### src/rtl/dmem_lsu_pkg.sv
// Shared encodings for the data-memory load/store unit.
package dmem_lsu_pkg;

   localparam int unsigned MEM_AW_DEF = 14;

   typedef enum logic [1:0] {
      SZ_B = 2'b00,
      SZ_H = 2'b01,
      SZ_W = 2'b10,
      SZ_X = 2'b11
   } size_e;

   typedef enum logic [2:0] {
      IDLE,
      RD,
      LD_CAP,
      RMW_CAP,
      WR,
      RESP
   } state_e;

endpackage

### src/rtl/dmem_lsu_if.sv
// Core-side request/response bundle and memory port-A bundle for dmem_lsu.
interface dmem_lsu_if;
   logic        req_valid;
   logic        req_ready;
   logic        req_we;
   logic [1:0]  req_size;
   logic        req_unsigned;
   logic [31:0] req_addr;
   logic [31:0] req_wdata;
   logic        rsp_valid;
   logic [31:0] rsp_rdata;
   logic        rsp_err;

   modport master (
      output req_valid, req_we, req_size, req_unsigned, req_addr, req_wdata,
      input  req_ready, rsp_valid, rsp_rdata, rsp_err
   );

   modport slave (
      input  req_valid, req_we, req_size, req_unsigned, req_addr, req_wdata,
      output req_ready, rsp_valid, rsp_rdata, rsp_err
   );
endinterface

interface dmem_mem_if
   import dmem_lsu_pkg::*;
#(
   parameter int unsigned MEM_AW = MEM_AW_DEF
);
   logic [MEM_AW-1:0] mem_addr;
   logic [31:0]       mem_din;
   logic              mem_we;
   logic [3:0]        mem_en;
   logic [31:0]       mem_dout;

   modport master (
      output mem_addr, mem_din, mem_we, mem_en,
      input  mem_dout
   );

   modport slave (
      input  mem_addr, mem_din, mem_we, mem_en,
      output mem_dout
   );
endinterface

### src/rtl/dmem_lsu_align.sv
// Lane extract/extend for loads and lane merge for sub-word stores.
module lsu_align
   import dmem_lsu_pkg::*;
(
   input  logic [31:0] rdata,
   input  logic [1:0]  lane,
   input  size_e       size,
   input  logic        uns,
   input  logic [31:0] wdata,
   output logic [31:0] ld_data,
   output logic [31:0] st_data
);

   logic [4:0]  sh;
   logic [15:0] field;
   logic [31:0] mask;

   assign sh = {lane, 3'b000};

   // Half accesses are always even-aligned, so the byte shift also serves halves.
   always_comb begin
      field   = 16'(rdata >> sh);
      ld_data = rdata;
      mask    = '1;
      case (size)
         SZ_B: begin
            ld_data = {{24{~uns & field[7]}}, field[7:0]};
            mask    = 32'h0000_00FF << sh;
         end
         SZ_H: begin
            ld_data = {{16{~uns & field[15]}}, field[15:0]};
            mask    = 32'h0000_FFFF << sh;
         end
         default: ;
      endcase
      st_data = (rdata & ~mask) | ((wdata << sh) & mask);
   end

endmodule

### src/rtl/dmem_lsu.sv
// Load/store unit: one transaction at a time, sub-word stores via read-modify-write.
module dmem_lsu
   import dmem_lsu_pkg::*;
#(
   parameter int unsigned MEM_AW = MEM_AW_DEF
)
(
   input logic        clk,
   input logic        rst,
   dmem_lsu_if.slave  core,
   dmem_mem_if.master mem
);

   state_e            state, state_nx;
   size_e             req_size, size_q;
   logic              accept, req_err;
   logic              we_q, uns_q, err_q;
   logic [1:0]        lane_q;
   logic [MEM_AW-1:0] addr_q;
   logic [31:0]       wdata_q, rdata_q, din_q;
   logic [31:0]       ld_data, st_data;

   assign req_size       = size_e'(core.req_size);
   assign core.req_ready = (state == IDLE) && !rst;
   assign accept         = core.req_valid && core.req_ready;

   always_comb begin
      req_err = 1'b0;
      case (req_size)
         SZ_H:    req_err = core.req_addr[0];
         SZ_W:    req_err = (core.req_addr[1:0] != 2'b00);
         SZ_X:    req_err = 1'b1;
         default: ;
      endcase
      if ((core.req_addr >> (MEM_AW + 2)) != '0)
         req_err = 1'b1;
   end

   lsu_align u_align (
      .rdata   (mem.mem_dout),
      .lane    (lane_q),
      .size    (size_q),
      .uns     (uns_q),
      .wdata   (wdata_q),
      .ld_data (ld_data),
      .st_data (st_data)
   );

   always_ff @(posedge clk or posedge rst) begin
      if (rst) state <= IDLE;
      else     state <= state_nx;
   end

   always_comb begin
      state_nx    = state;
      mem.mem_en  = 4'h0;
      mem.mem_we  = 1'b0;
      case (state)
         IDLE: begin
            if (accept) begin
               if (req_err)                                state_nx = RESP;
               else if (core.req_we && (req_size == SZ_W)) state_nx = WR;
               else                                        state_nx = RD;
            end
         end
         RD: begin
            mem.mem_en = 4'hF;
            state_nx   = we_q ? RMW_CAP : LD_CAP;
         end
         LD_CAP:  state_nx = RESP;
         RMW_CAP: state_nx = WR;
         WR: begin
            mem.mem_en = 4'hF;
            mem.mem_we = 1'b1;
            state_nx   = RESP;
         end
         RESP:    state_nx = IDLE;
         default: state_nx = IDLE;
      endcase
   end

   always_ff @(posedge clk or posedge rst) begin
      if (rst) begin
         we_q    <= 1'b0;
         uns_q   <= 1'b0;
         err_q   <= 1'b0;
         size_q  <= SZ_B;
         lane_q  <= '0;
         addr_q  <= '0;
         wdata_q <= '0;
         rdata_q <= '0;
         din_q   <= '0;
      end else begin
         if (accept) begin
            we_q    <= core.req_we;
            uns_q   <= core.req_unsigned;
            err_q   <= req_err;
            size_q  <= req_size;
            lane_q  <= core.req_addr[1:0];
            addr_q  <= core.req_addr[MEM_AW+1:2];
            wdata_q <= core.req_wdata;
            rdata_q <= '0;
            if (core.req_we && (req_size == SZ_W) && !req_err)
               din_q <= core.req_wdata;
         end
         if (state == LD_CAP)  rdata_q <= ld_data;
         if (state == RMW_CAP) din_q   <= st_data;
      end
   end

   assign mem.mem_addr   = addr_q;
   assign mem.mem_din    = din_q;
   assign core.rsp_valid = (state == RESP);
   assign core.rsp_err   = (state == RESP) && err_q;
   assign core.rsp_rdata = (state == RESP) ? rdata_q : '0;

endmodule

### src/flat_wrapper.sv
// flat-port wrapper written by rule: the top's interface ports become plain ports
module dmem_lsu_flat import dmem_lsu_pkg::*;
#(
   parameter int unsigned MEM_AW = MEM_AW_DEF
)
  (clk, rst, core_req_valid, core_req_we, core_req_size, core_req_unsigned, core_req_addr, core_req_wdata, core_req_ready, core_rsp_valid, core_rsp_rdata, core_rsp_err, mem_mem_addr, mem_mem_din, mem_mem_we, mem_mem_en, mem_mem_dout);
  dmem_lsu_if core_i ();
  dmem_mem_if #(.MEM_AW(MEM_AW)) mem_i ();
  input logic clk;
  input logic rst;
  input wire logic [$bits(core_i.req_valid)-1:0] core_req_valid;
  input wire logic [$bits(core_i.req_we)-1:0] core_req_we;
  input wire logic [$bits(core_i.req_size)-1:0] core_req_size;
  input wire logic [$bits(core_i.req_unsigned)-1:0] core_req_unsigned;
  input wire logic [$bits(core_i.req_addr)-1:0] core_req_addr;
  input wire logic [$bits(core_i.req_wdata)-1:0] core_req_wdata;
  output wire logic [$bits(core_i.req_ready)-1:0] core_req_ready;
  output wire logic [$bits(core_i.rsp_valid)-1:0] core_rsp_valid;
  output wire logic [$bits(core_i.rsp_rdata)-1:0] core_rsp_rdata;
  output wire logic [$bits(core_i.rsp_err)-1:0] core_rsp_err;
  output wire logic [$bits(mem_i.mem_addr)-1:0] mem_mem_addr;
  output wire logic [$bits(mem_i.mem_din)-1:0] mem_mem_din;
  output wire logic [$bits(mem_i.mem_we)-1:0] mem_mem_we;
  output wire logic [$bits(mem_i.mem_en)-1:0] mem_mem_en;
  input wire logic [$bits(mem_i.mem_dout)-1:0] mem_mem_dout;
  assign core_i.req_valid = core_req_valid;
  assign core_i.req_we = core_req_we;
  assign core_i.req_size = core_req_size;
  assign core_i.req_unsigned = core_req_unsigned;
  assign core_i.req_addr = core_req_addr;
  assign core_i.req_wdata = core_req_wdata;
  assign core_req_ready = core_i.req_ready;
  assign core_rsp_valid = core_i.rsp_valid;
  assign core_rsp_rdata = core_i.rsp_rdata;
  assign core_rsp_err = core_i.rsp_err;
  assign mem_mem_addr = mem_i.mem_addr;
  assign mem_mem_din = mem_i.mem_din;
  assign mem_mem_we = mem_i.mem_we;
  assign mem_mem_en = mem_i.mem_en;
  assign mem_i.mem_dout = mem_mem_dout;
  dmem_lsu #(.MEM_AW(MEM_AW)) u_core (.clk(clk), .rst(rst), .core(core_i), .mem(mem_i));
endmodule
### config.mk
export PLATFORM = sky130hd
export DESIGN_NAME = dmem_lsu_flat
export DESIGN_NICKNAME = d
export VERILOG_FILES = /design/src/rtl/dmem_lsu_pkg.sv /design/src/rtl/dmem_lsu_if.sv /design/src/rtl/dmem_lsu_align.sv /design/src/rtl/dmem_lsu.sv /design/src/flat_wrapper.sv
export SDC_FILE = /design/constraint.sdc
export NUM_CORES = 1
export LEC_CHECK = 0
export ABC_AREA = 0
export BUFFER_PORTS_ARGS = -buffer_cell sky130_fd_sc_hd__buf_2
export CAP_MARGIN = 20
export CELL_PAD_IN_SITES_DETAIL_PLACEMENT = 1
export CELL_PAD_IN_SITES_GLOBAL_PLACEMENT = 2
export CORE_AREA = 5 5 158 160
export DETAILED_ROUTE_END_ITERATION = 10
export DIE_AREA = 0 0 163 165
export PLACE_DENSITY_LB_ADDON = 0.25
export SLEW_MARGIN = 20
export SYNTH_ARGS = -nofsm -noshare
export SYNTH_HDL_FRONTEND = slang
export SYNTH_SLANG_ARGS = --single-unit
### constraint.sdc
create_clock -name clk -period 4.25 [get_ports clk]
set_input_delay 0.85 -clock clk [delete_from_list [all_inputs] [get_ports clk]]
set_output_delay 0.85 -clock clk [all_outputs]
set_load 0.01 [all_outputs]
### Word-level counts from Yosys, hierarchy flattened

Index checks and enable logic that the tools add are counted.
Widths: inputs -> output; s select.

* word-level logic and storage cells: 65
* input port bits: 103
* register bits: 120

* mux-type cells: 17
* equal/unequal tests: 10
* shift operators: 4
* reductions and logical operators: 17
* bitwise gates (word level): 7

Operators with widths (number)
* $mux 32: 6
* $pmux 32 s2: 2
* $and 32x32->32: 2
* $not 32->32: 1
* $or 32x32->32: 1
* $reduce_bool 32->1: 1
* $shl 16x5->32 const A: 1
* $shl 32x5->32: 1
* $shl 8x5->32 const A: 1
* $shr 32x5->16: 1
* $pmux 3 s4: 1
* $mux 3: 3
* $reduce_bool 2->1: 4
* $eq 3x2->1 const B: 2
* $eq 3x3->1 const B: 2
* $logic_and 1x1->1: 5
* $eq 2x1->1 const B: 2
* $eq 2x2->1 const B: 2
* $mux 4: 1
* $reduce_or 2->1: 2
* $eq 3x1->1 const B: 1
* $logic_not 3->1: 1
* $mux 1: 3
* $pmux 1 s3: 1
* other kinds (6): 8

### Depth between registers and ports, before layout

Gate-level depths: netlist of run 1.

* depth in word-level cells: 8
* depth in mapped cells: 7
* gate-level depth less buffers: 4

### Modules after synthesis

From an unflattened synthesis of run 1, not the netlist that was laid out.

* cell total of the unflattened synthesis: 934
* area total of the unflattened synthesis: 7357.1 um^2

Modules (own cells, without submodules)
* dmem_lsu: area an instance 5649.2 um^2, cells each 664, instances 1
* lsu_align: area an instance 1707.9 um^2, cells each 270, instances 1

### Worst setup path before layout of run 1

OpenSTA, ideal clock, no wires.

* kind: reg2out
* from: register u_core.state[2]
* to: output port core_rsp_rdata[22]
* arrival time: 1450 ps
* path slack: 1950 ps
* stages on the path, launching flop included: 5
* data required time: 3400 ps
* cell sequence: dfrtp_1 inv_1 nor3b_1 clkbuf_1 and2_1

* word-level cells in the longest chain between the ends: 2

Ends and longest elaborated chain
* start, declared: RTL line dmem_lsu.sv:14 `state_e state, state_nx;`
* start signal, assigned: RTL line dmem_lsu.sv:51 `else state <= state_nx;`
* $eq 3x3->1
* via core_rsp_valid: RTL line flat_wrapper.sv:18 `output wire logic [$bits(core_i.rsp_valid)-1:0] core_rsp_valid;`
* $mux 32: RTL line dmem_lsu.sv:115 `assign core.rsp_rdata = (state == RESP) ? rdata_q : '0;`
* end, declared: RTL line flat_wrapper.sv:19 `output wire logic [$bits(core_i.rsp_rdata)-1:0] core_rsp_rdata;`

The timed path passes the listed nets, and every way through them passes these cells.

### Final worst setup path of run 1

* from: register u_core.size_q[1]
* to: register u_core.din_q[20] (netlist: u_core.mem.mem_din[20])

* word-level cells in the longest chain between the ends: 6

Ends and longest elaborated chain
* start, declared: RTL line dmem_lsu.sv:15 `size_e req_size, size_q;`
* start signal, assigned: RTL line dmem_lsu.sv:98 `size_q <= req_size;`
* $eq 2x1->1 / $logic_not 2->1 (equally long branches): RTL line dmem_lsu_align.sv:25 `case (size)`
* $pmux 32 s2 (*): RTL line dmem_lsu_align.sv:25
* $not 32->32: RTL line dmem_lsu_align.sv:36 `st_data = (rdata & ~mask) | ((wdata << sh) & mask);`
* $and 32x32->32: RTL line dmem_lsu_align.sv:36
* $or 32x32->32 (*): RTL line dmem_lsu_align.sv:36
* $mux 32 (*): RTL line dmem_lsu.sv:107 `if (state == RMW_CAP) din_q <= st_data;`
* end signal, assigned: RTL line dmem_lsu.sv:104 `din_q <= core.req_wdata;`
* end signal, assigned: RTL line dmem_lsu.sv:107
* end, declared: RTL line dmem_lsu.sv:20 `logic [31:0] wdata_q, rdata_q, din_q;`

Mark *: on every way between the ends. The rest lies on a longest branch, timed or not.
A chain may end at the register's enable or synchronous reset.

==> results.yml, run 1 <==
synth:
  syn_inst: 632
  yosysWarnings: 0
  synthTopCellsByArea: "dfrtp_1 45%, mux2_2 10%, mux2i_1 3.7%"
  yosys_register_bits: 120
  async_flop_share: 1.00
  synth-edff-count: 0
  synth_top_area_share: 0.449
  yosysUniqueCellTypes: 50
  synth_flop_cell: "dfrtp_1"
  syn_nets: 735
  synth_area_mm2: 0.00669
  yosys.area.top_type: "dfrtp_1"
  ys_seq_area_frac: 0.449
  synth_area_per_cell_um2: 10.6
clock_network:
  cts_resized: 0
  insertion_delay_ps: 430
  clock_sinks: 120
  cts_made_buffers: 17
  clock_path_buffers: 2
  cts_tree: "done"
  ctsHtreeMaxLevel: 4
  holdBufCountCts: 0
  root_buffer: "clkbuf_16"
  clk_pin_slew_ps: 60
  postCtsSetupBuffers: 0
setup_path:
  start_kind: "flop"
  worstPathRequired_ps: 4540
  max_stage_delay_ps: 790
  r2r_setup_slack_ps: 1530
  path_class: "reg2reg"
  path_cells: "clkinv_1 -> and3_1 -> o211ai_1 -> nand3_1"
  crit_path_max_fanout: 26
  cp_slowest_cell: "clkinv_1"
  arrival_ps: 3010
  endpoint_kind: "flop"
placement:
  place_ws_ps: 1170
  postPlaceCellArea_mm2: 0.00784
  io_buffers: 188
  dp_cells: 1087
  place.gp.congestion: 0.810
  place.detailed.hpwl_um: 18600
power_and_ir_drop:
  ir_worst_vdd_v: 0.000264
  p_seq_frac: 0.335
  p_sw_mw: 2.59
  p_per_area_mw_per_mm2: 767
  p_leak_nw: 3.79
  intPower_mw: 3.90
  clkPwrFrac: 0.236
  pwr-share-comb: 0.429
  switching_share: 0.399
cells_and_area:
  final_area_mm2: 0.00847
  nets: 891
  nFillCells: 2700
  final_cell_mix: "188 x buf_2, 119 x dfrtp_1, 60 x mux2_2"
  final_common_cell: "buf_2"
  areaGrowthSynthToFinish_pct: 26.7
  final_cells: 1121
  drive_above_1_share: 0.392
drt:
  drt-total-wl_um: 25000
  drcViolationCount: 0
  vias: 5857
  ant_nets: 0
  vias_per_cell: 5.22
  drt-initial-drc-count: 328
  routedWlPerCell_um: 22.3
  first_pass_iters: 4
timing:
  holdWs_ps: 485
  min_period_over_period: 0.641
  finalClockSkew_ps: 12.7
  max_slew_margin: 0.308
  layout_setup_ws_ps: 1530
  finalHoldViolations: 0
  tns_ps: 0
  min_period_ps: 2720
  slew_violations: 0
  rsz0062_at_grt: "no"
  worstMarginPinSlew_ps: 1040
  finalSetupViolCount: 0
  fmax_mhz: 367
floorplan:
  ios: 189
  die_w_um: 163
  start_util: 0.288
  fp.dieArea_mm2: 0.0269
  rows: 56
  die_h_um: 165
  core_mm2: 0.0233
job:
  cap_violations: 0
global_route:
  grt_antenna_before_repair: 1
  grtUsageTotal: 0.186
  grt_pass1_vias: 6219
  grt_max_degree: 68
  globalRoute.totalOverflow: 0
  grt_first_pass_wirelength_um: 38100
min_path:
  hold_class: "reg2reg"
status:
  status: "complete, no violations"
## cell families (layout without fill, tap and decap cells)
| family | Yosys count | count (layout) | share of synthesized area |
|---|---|---|---|
| AOI/OAI and AO/OA | 166 | 166 | 0.179 |
| buffers and inverters | 74 | 243 | 0.0511 |
| other | 0 | 1 | 0 |
| DFF | 120 | 120 | 0.449 |
| muxes | 94 | 94 | 0.169 |
| and+or+nand+nor | 178 | 178 | 0.152 |
## routing by layer
layer | vias up | track usage | routed length, µm
li1 | 2713 | - | -
met1 | 2970 | 0.261 | 11700
met2 | 152 | 0.298 | 11900
met3 | 22 | 0.0344 | 1010
met4 | 0 | 0.0503 | 317
met5 | - | 0 | 0
## worst max-delay path: cells and delay by family, from the launching register on
family	cells	cell delay [ps]
buffers and inverters	1	790
flip-flops	1	730
AND/OR/NAND/NOR	2	660
AO/OA/AOI/OAI	1	390
## synthesized netlist by cell type (all sizes together) (9+ instances only)
| master | number |
|---|---|
| dfrtp | 120 |
| o211ai | 24 |
| and2 | 33 |
| a221o | 17 |
| mux2i | 25 |
| nor3 | 11 |
| a21oi | 17 |
| mux2 | 60 |
| buf | 32 |
| mux4 | 9 |
| nor3b | 19 |
| o21ai | 37 |
| clkbuf | 30 |
| a31oi | 16 |
| inv | 11 |
| nand3 | 25 |
| nand4 | 26 |
| nand2 | 25 |
| nor2 | 23 |
## cell type report
class	count	area (µm²)	area share
repair buffers	199	1040	0.123
well taps	319	399	0.0471
inverters	12	47.5	0.00561
clock inverters	13	170	0.0201
clock buffers	19	453	0.0534
multi-input cells	438	3360	0.396
diodes	1	2.50	0.000295
flip-flops and latches	120	3000	0.354
## power groups by stage
stage	combinational (mW)	clock [mW]	sequential, mW
after global placement	2.73	0	2.15
after floorplan	1.97	0	2.07
final	2.79	1.53	2.17
after CTS	2.82	1.57	2.18
after detailed placement	2.81	0	2.19
after global routing	3.05	1.61	2.25
## state kept, by name, summed over array words and instances (netlist names)
name,cells
u_core.rdata_q,32
u_core.size_q,2
u_core.state,3
u_core.err_q,1
u_core.lane_q,2
u_core.uns_q,1
u_core.wdata_q,32
u_core.mem.mem_addr,14
u_core.mem.mem_din,32
u_core.we_q,1
## stage by stage
step / util / total power [mW]
final: 0.364 / 6.50
after global routing: 0.364 / 6.92
after CTS: 0.364 / 6.56
after detailed placement: 0.337 / 5.00
after floorplan: - / 4.04
after global placement: 0.337 / 4.87
## final timing paths
path / from / endpoint / cells after the start
max in group asynchronous: rst / u_core.wdata_q[27] / 3
min: u_core.rdata_q[10] / u_core.rdata_q[10] / 2
min in group asynchronous: rst / u_core.state[1] / 2
min reg2reg: u_core.rdata_q[10] / u_core.rdata_q[10] / 2
max: u_core.size_q[1] / u_core.mem.mem_din[20] / 4
max reg2reg: u_core.size_q[1] / u_core.mem.mem_din[20] / 4
Power figures use the tool's default switching activity.
==> inputs of run 2 (changes only) <==
clock period = 2.5 ns   (was 4.25 ns; I/O delays follow)
==> results.yml, run 2 (same netlist as run 1, synthesis figures left out) <==
clock_network:
  insertion_delay_ps: 420
  clk_pin_slew_ps: 60
  clock_sinks: 120
  root_buffer: "clkbuf_16"
  cts_made_buffers: 17
  clock_path_buffers: 2
  ctsHtreeMaxLevel: 4
  cts_resized: 0
  holdBufCountCts: 0
  cts_tree: "done"
  postCtsSetupBuffers: 0
timing:
  min_period_ps: 2350
  finalClockSkew_ps: 11.9
  rsz0062_at_grt: "no"
  finalSetupViolCount: 0
  slew_violations: 0
  min_period_over_period: 0.939
  worstMarginPinSlew_ps: 896
  holdWs_ps: 108
  fmax_mhz: 426
  tns_ps: 0
  max_slew_margin: 0.403
  finalHoldViolations: 0
setup_path:
  path_class: "reg2out"
  regToRegStartpoint: "u_core.state[1]"
  start_kind: "flop"
  arrival_ps: 1850
  endpoint_kind: "output port"
  worstPathRequired_ps: 2000
  critPathLaunch: "u_core.state[2]"
  worstReg2RegEnd: "u_core.mem.mem_din[25]"
  reg2regPathDepth: 4
  crit_path_max_fanout: 34
  r2r_setup_slack_ps: 190
job:
  cap_violations: 0
drt:
  ant_nets: 0
  vias_per_cell: 5.23
  first_pass_iters: 5
  drt-initial-drc-count: 345
  drcViolationCount: 0
  vias: 5973
  routedWlPerCell_um: 22.0
  drt-total-wl_um: 25200
power_and_ir_drop:
  p_sw_mw: 4.44
  intPower_mw: 7.03
  switching_share: 0.387
  clkPwrFrac: 0.250
  pwr-share-comb: 0.428
  p_leak_nw: 3.92
  p_per_area_mw_per_mm2: 1320
  p_seq_frac: 0.322
  design_power_total_mw: 11.5
  ir_worst_vdd_v: 0.000426
cells_and_area:
  areaGrowthSynthToFinish_pct: 30.0
  final_common_cell: "buf_2"
  final_area_mm2: 0.00870
  nets: 912
  nFillCells: 2635
  drive_above_1_share: 0.408
  final_cell_mix: "188 x buf_2, 119 x dfrtp_1, 60 x mux2_2"
  regArea_mm2: 0.00300
  final_cells: 1142
  multiInputGateArea_mm2: 0.00336
floorplan:
  core_mm2: 0.0233
  die_w_um: 163
  ios: 189
  fp.dieArea_mm2: 0.0269
  rows: 56
  die_h_um: 165
  start_util: 0.288
placement:
  place.detailed.hpwl_um: 19300
  dp_cells: 1109
  postPlaceCellArea_mm2: 0.00801
  io_buffers: 188
  place.gp.congestion: 0.867
global_route:
  grt_first_pass_wirelength_um: 38700
  grt_pass1_vias: 6462
  grt_max_degree: 66
  globalRoute.totalOverflow: 0
  grtUsageTotal: 0.187
  grt_antenna_before_repair: 1
min_path:
  hold_class: "in2async"
status:
  status: "complete, no violations"
run 2: cell types whose count changed in the layout (fill, tap and decap cells not counted):
cell and change:
buf_4 +21, bufinv_16 +3, nor3_1 +1, buf_12 +1, inv_6 +1, buf_6 -1, inv_4 -1, nor2_1 -1
clkinv_4 -2, nor3_2 -1, nor2_2 +1, clkbuf_8 -1
run 2: stage by stage:
| step | setup WS (ps) | util |
|---|---|---|
| after floorplan | 531 | - |
| after global placement | 287 | 0.344 |
| after detailed placement | 294 | 0.344 |
| after CTS | 121 | 0.374 |
| after global routing | 11.4 | 0.374 |
| final | 153 | 0.374 |
run 2: layer usage:
| layer | part of all wire | global-route usage |
|---|---|---|
| met3 | 0.048 | 0.0369 |
| met1 | 0.46 | 0.257 |
| met5 | 0 | 0 |
| met4 | 0.014 | 0.0488 |
| met2 | 0.48 | 0.302 |
run 2: cell type report:
cell class,count,share of cell area
Clock buffer,18,0.0505
Inverter,12,0.00561
Tap cell,319,0.0459
Multi-Input combinational cell,438,0.386
Timing Repair Buffer,220,0.139
Clock inverter,14,0.0280
Antenna cell,1,0.000288
Sequential cell,120,0.345
run 2: critical path, stage by stage, from the launching register on:
cell,delay (ps)
dfrtp_1,470
inv_1,140
nor3b_2,190
buf_4,280
and2_1,190
buf_2,140
run 2: worst max-delay path by stage:
| stage | cells past startpoint | end |
|---|---|---|
| after CTS | 5 | core_rsp_rdata[23] |
| after detailed placement | 5 | u_core.mem.mem_din[29] |
| after floorplan | 1 | u_core.err_q |
| final | 5 | core_rsp_rdata[23] |
| after global routing | 5 | core_rsp_rdata[8] |
| after global placement | 4 | u_core.mem.mem_din[24] |
run 2: power by group through the flow:
| stage | Clock [mW] | Sequential [mW] | Combinational (mW) |
|---|---|---|---|
| floorplan | 0 | 3.51 | 3.36 |
| global placement | 0 | 3.68 | 4.79 |
| detailed placement | 0 | 3.72 | 4.93 |
| CTS | 2.93 | 3.70 | 4.96 |
| global route | 3.03 | 3.82 | 5.36 |
| finish | 2.87 | 3.69 | 4.91 |
==> inputs of run 3 (changes only) <==
CORE_AREA = 5 5 156 158   (was 5 5 158 160)
CTS_BUF_LIST = sky130_fd_sc_hd__clkbuf_8   (was unset)
DIE_AREA = 0 0 161 163   (was 0 0 163 165)
==> results.yml, run 3 (same netlist as run 1, synthesis figures left out) <==
power_and_ir_drop:
  p_seq_frac: 0.342
  ir_worst_vdd_v: 0.000388
  pwr-share-comb: 0.461
  clkPwrFrac: 0.197
  switching_share: 0.398
  p_leak_nw: 3.84
  intPower_mw: 6.42
  design_power_total_mw: 10.7
  p_per_area_mw_per_mm2: 1260
  p_sw_mw: 4.25
global_route:
  grt_first_pass_wirelength_um: 37600
  grt_use_met3: 0.0291
  grt_antenna_before_repair: 0
  use_met1: 0.257
  use_met2: 0.302
  busiest_layer: "met2"
  grt_pass1_vias: 6300
  grtUsageTotal: 0.185
  grt_max_degree: 72
  globalRoute.totalOverflow: 0
clock_network:
  holdBufCountCts: 0
  cts_tree: "done"
  clock_path_buffers: 2
  ctsHtreeMaxLevel: 4
  root_buffer: "clkbuf_8"
  clk_pin_slew_ps: 80
  insertion_delay_ps: 450
  cts_made_buffers: 17
  clock_sinks: 120
cells_and_area:
  drive_above_1_share: 0.402
  diodes: 0
  nFillCells: 2613
  final_common_cell: "buf_2"
  final_cell_mix: "188 x buf_2, 118 x dfrtp_1, 60 x mux2_2"
  multiInputGateArea_mm2: 0.00336
  areaGrowthSynthToFinish_pct: 26.4
  regArea_mm2: 0.00301
  utilization: 0.368
  nets: 909
placement:
  io_buffers: 188
  place_ws_ps: 291
  place.gp.congestion: 0.867
  place.detailed.hpwl_um: 18600
floorplan:
  rows: 56
  die_w_um: 161
  ios: 189
  fp.dieArea_mm2: 0.0262
  die_h_um: 163
  core_mm2: 0.0230
  start_util: 0.291
timing:
  finalSetupViolCount: 0
  holdWs_ps: 83.8
  min_period_over_period: 0.942
  min_period_ps: 2350
  fmax_mhz: 425
  tns_ps: 0
  finalClockSkew_ps: 11.6
  slew_violations: 0
  finalHoldViolations: 0
  rsz0062_at_grt: "no"
  layout_setup_ws_ps: 146
  max_slew_margin: 0.407
  worstMarginPinSlew_ps: 889
setup_path:
  start_kind: "flop"
  crit_path_max_fanout: 17
  arrival_ps: 1850
  worstPathRequired_ps: 2000
  path_class: "reg2out"
  endpoint_kind: "output port"
job:
  cap_violations: 0
drt:
  first_pass_iters: 4
  ant_nets: 0
  vias: 5842
  vias_per_cell: 5.27
  drt-initial-drc-count: 271
  drt-total-wl_um: 24500
  routedWlPerCell_um: 22.1
  drcViolationCount: 0
status:
  status: "complete, no violations"
min_path:
  hold_class: "in2async"
[run 3: critical path: stages, from the launching register on]
cell and delay [ps]:
dfrtp_2 430, inv_1 130, nor3b_4 320, buf_6 210, and2_1 170, buf_2 140
[run 3: path summary, 6_finish.rpt]
| kind | from | to | slack, ps | cells after the start |
|---|---|---|---|---|
| max | u_core.state[2] | core_rsp_rdata[12] | 150 | 5 |
| min | rst | u_core.mem.mem_addr[0] | 80 | 2 |
| max reg2reg | u_core.state[1] | u_core.wdata_q[29] | 280 | 4 |
| min reg2reg | u_core.rdata_q[10] | u_core.rdata_q[10] | 480 | 2 |
| max in group asynchronous | rst | u_core.rdata_q[24] | 1670 | 3 |
| min in group clk | core_req_addr[13] | u_core.mem.mem_addr[11] | 280 | 2 |
[run 3: layer usage]
metal | up-vias | part of all wire
li1 | 2743 | -
met1 | 2933 | 0.47
met2 | 147 | 0.48
met3 | 19 | 0.040
met4 | 0 | 0.013
met5 | - | 0
[run 3: what timing repair did]
action / 4_1_cts / 5_1_grt
setup buffers: 0 / 0
resized for setup: 0 / 5
setup endpoints to repair: 0 / 24
[run 3: cell type report]
type	count	area share
multi-input combinational	438	0.397
tap	290	0.0429
timing repair buffer	217	0.143
inverter	12	0.00577
sequential	120	0.355
clock inverter	11	0.0210
clock buffer	21	0.0342
[run 3: power by group through the flow]
| stage | combinational [mW] | sequential [mW] | clock, mW |
|---|---|---|---|
| floorplan | 3.36 | 3.51 | 0 |
| global placement | 4.79 | 3.63 | 0 |
| detailed placement | 4.93 | 3.68 | 0 |
| CTS | 4.95 | 3.65 | 2.14 |
| global route | 5.39 | 3.77 | 2.23 |
| finish | 4.92 | 3.65 | 2.10 |
[run 3: per-stage QoR]
step	instances	area (µm²)
floorplan	632	6690
global placement	1076	7970
detailed placement	1076	7970
CTS	1108	8430
global route	1109	8460
finish	1109	8460
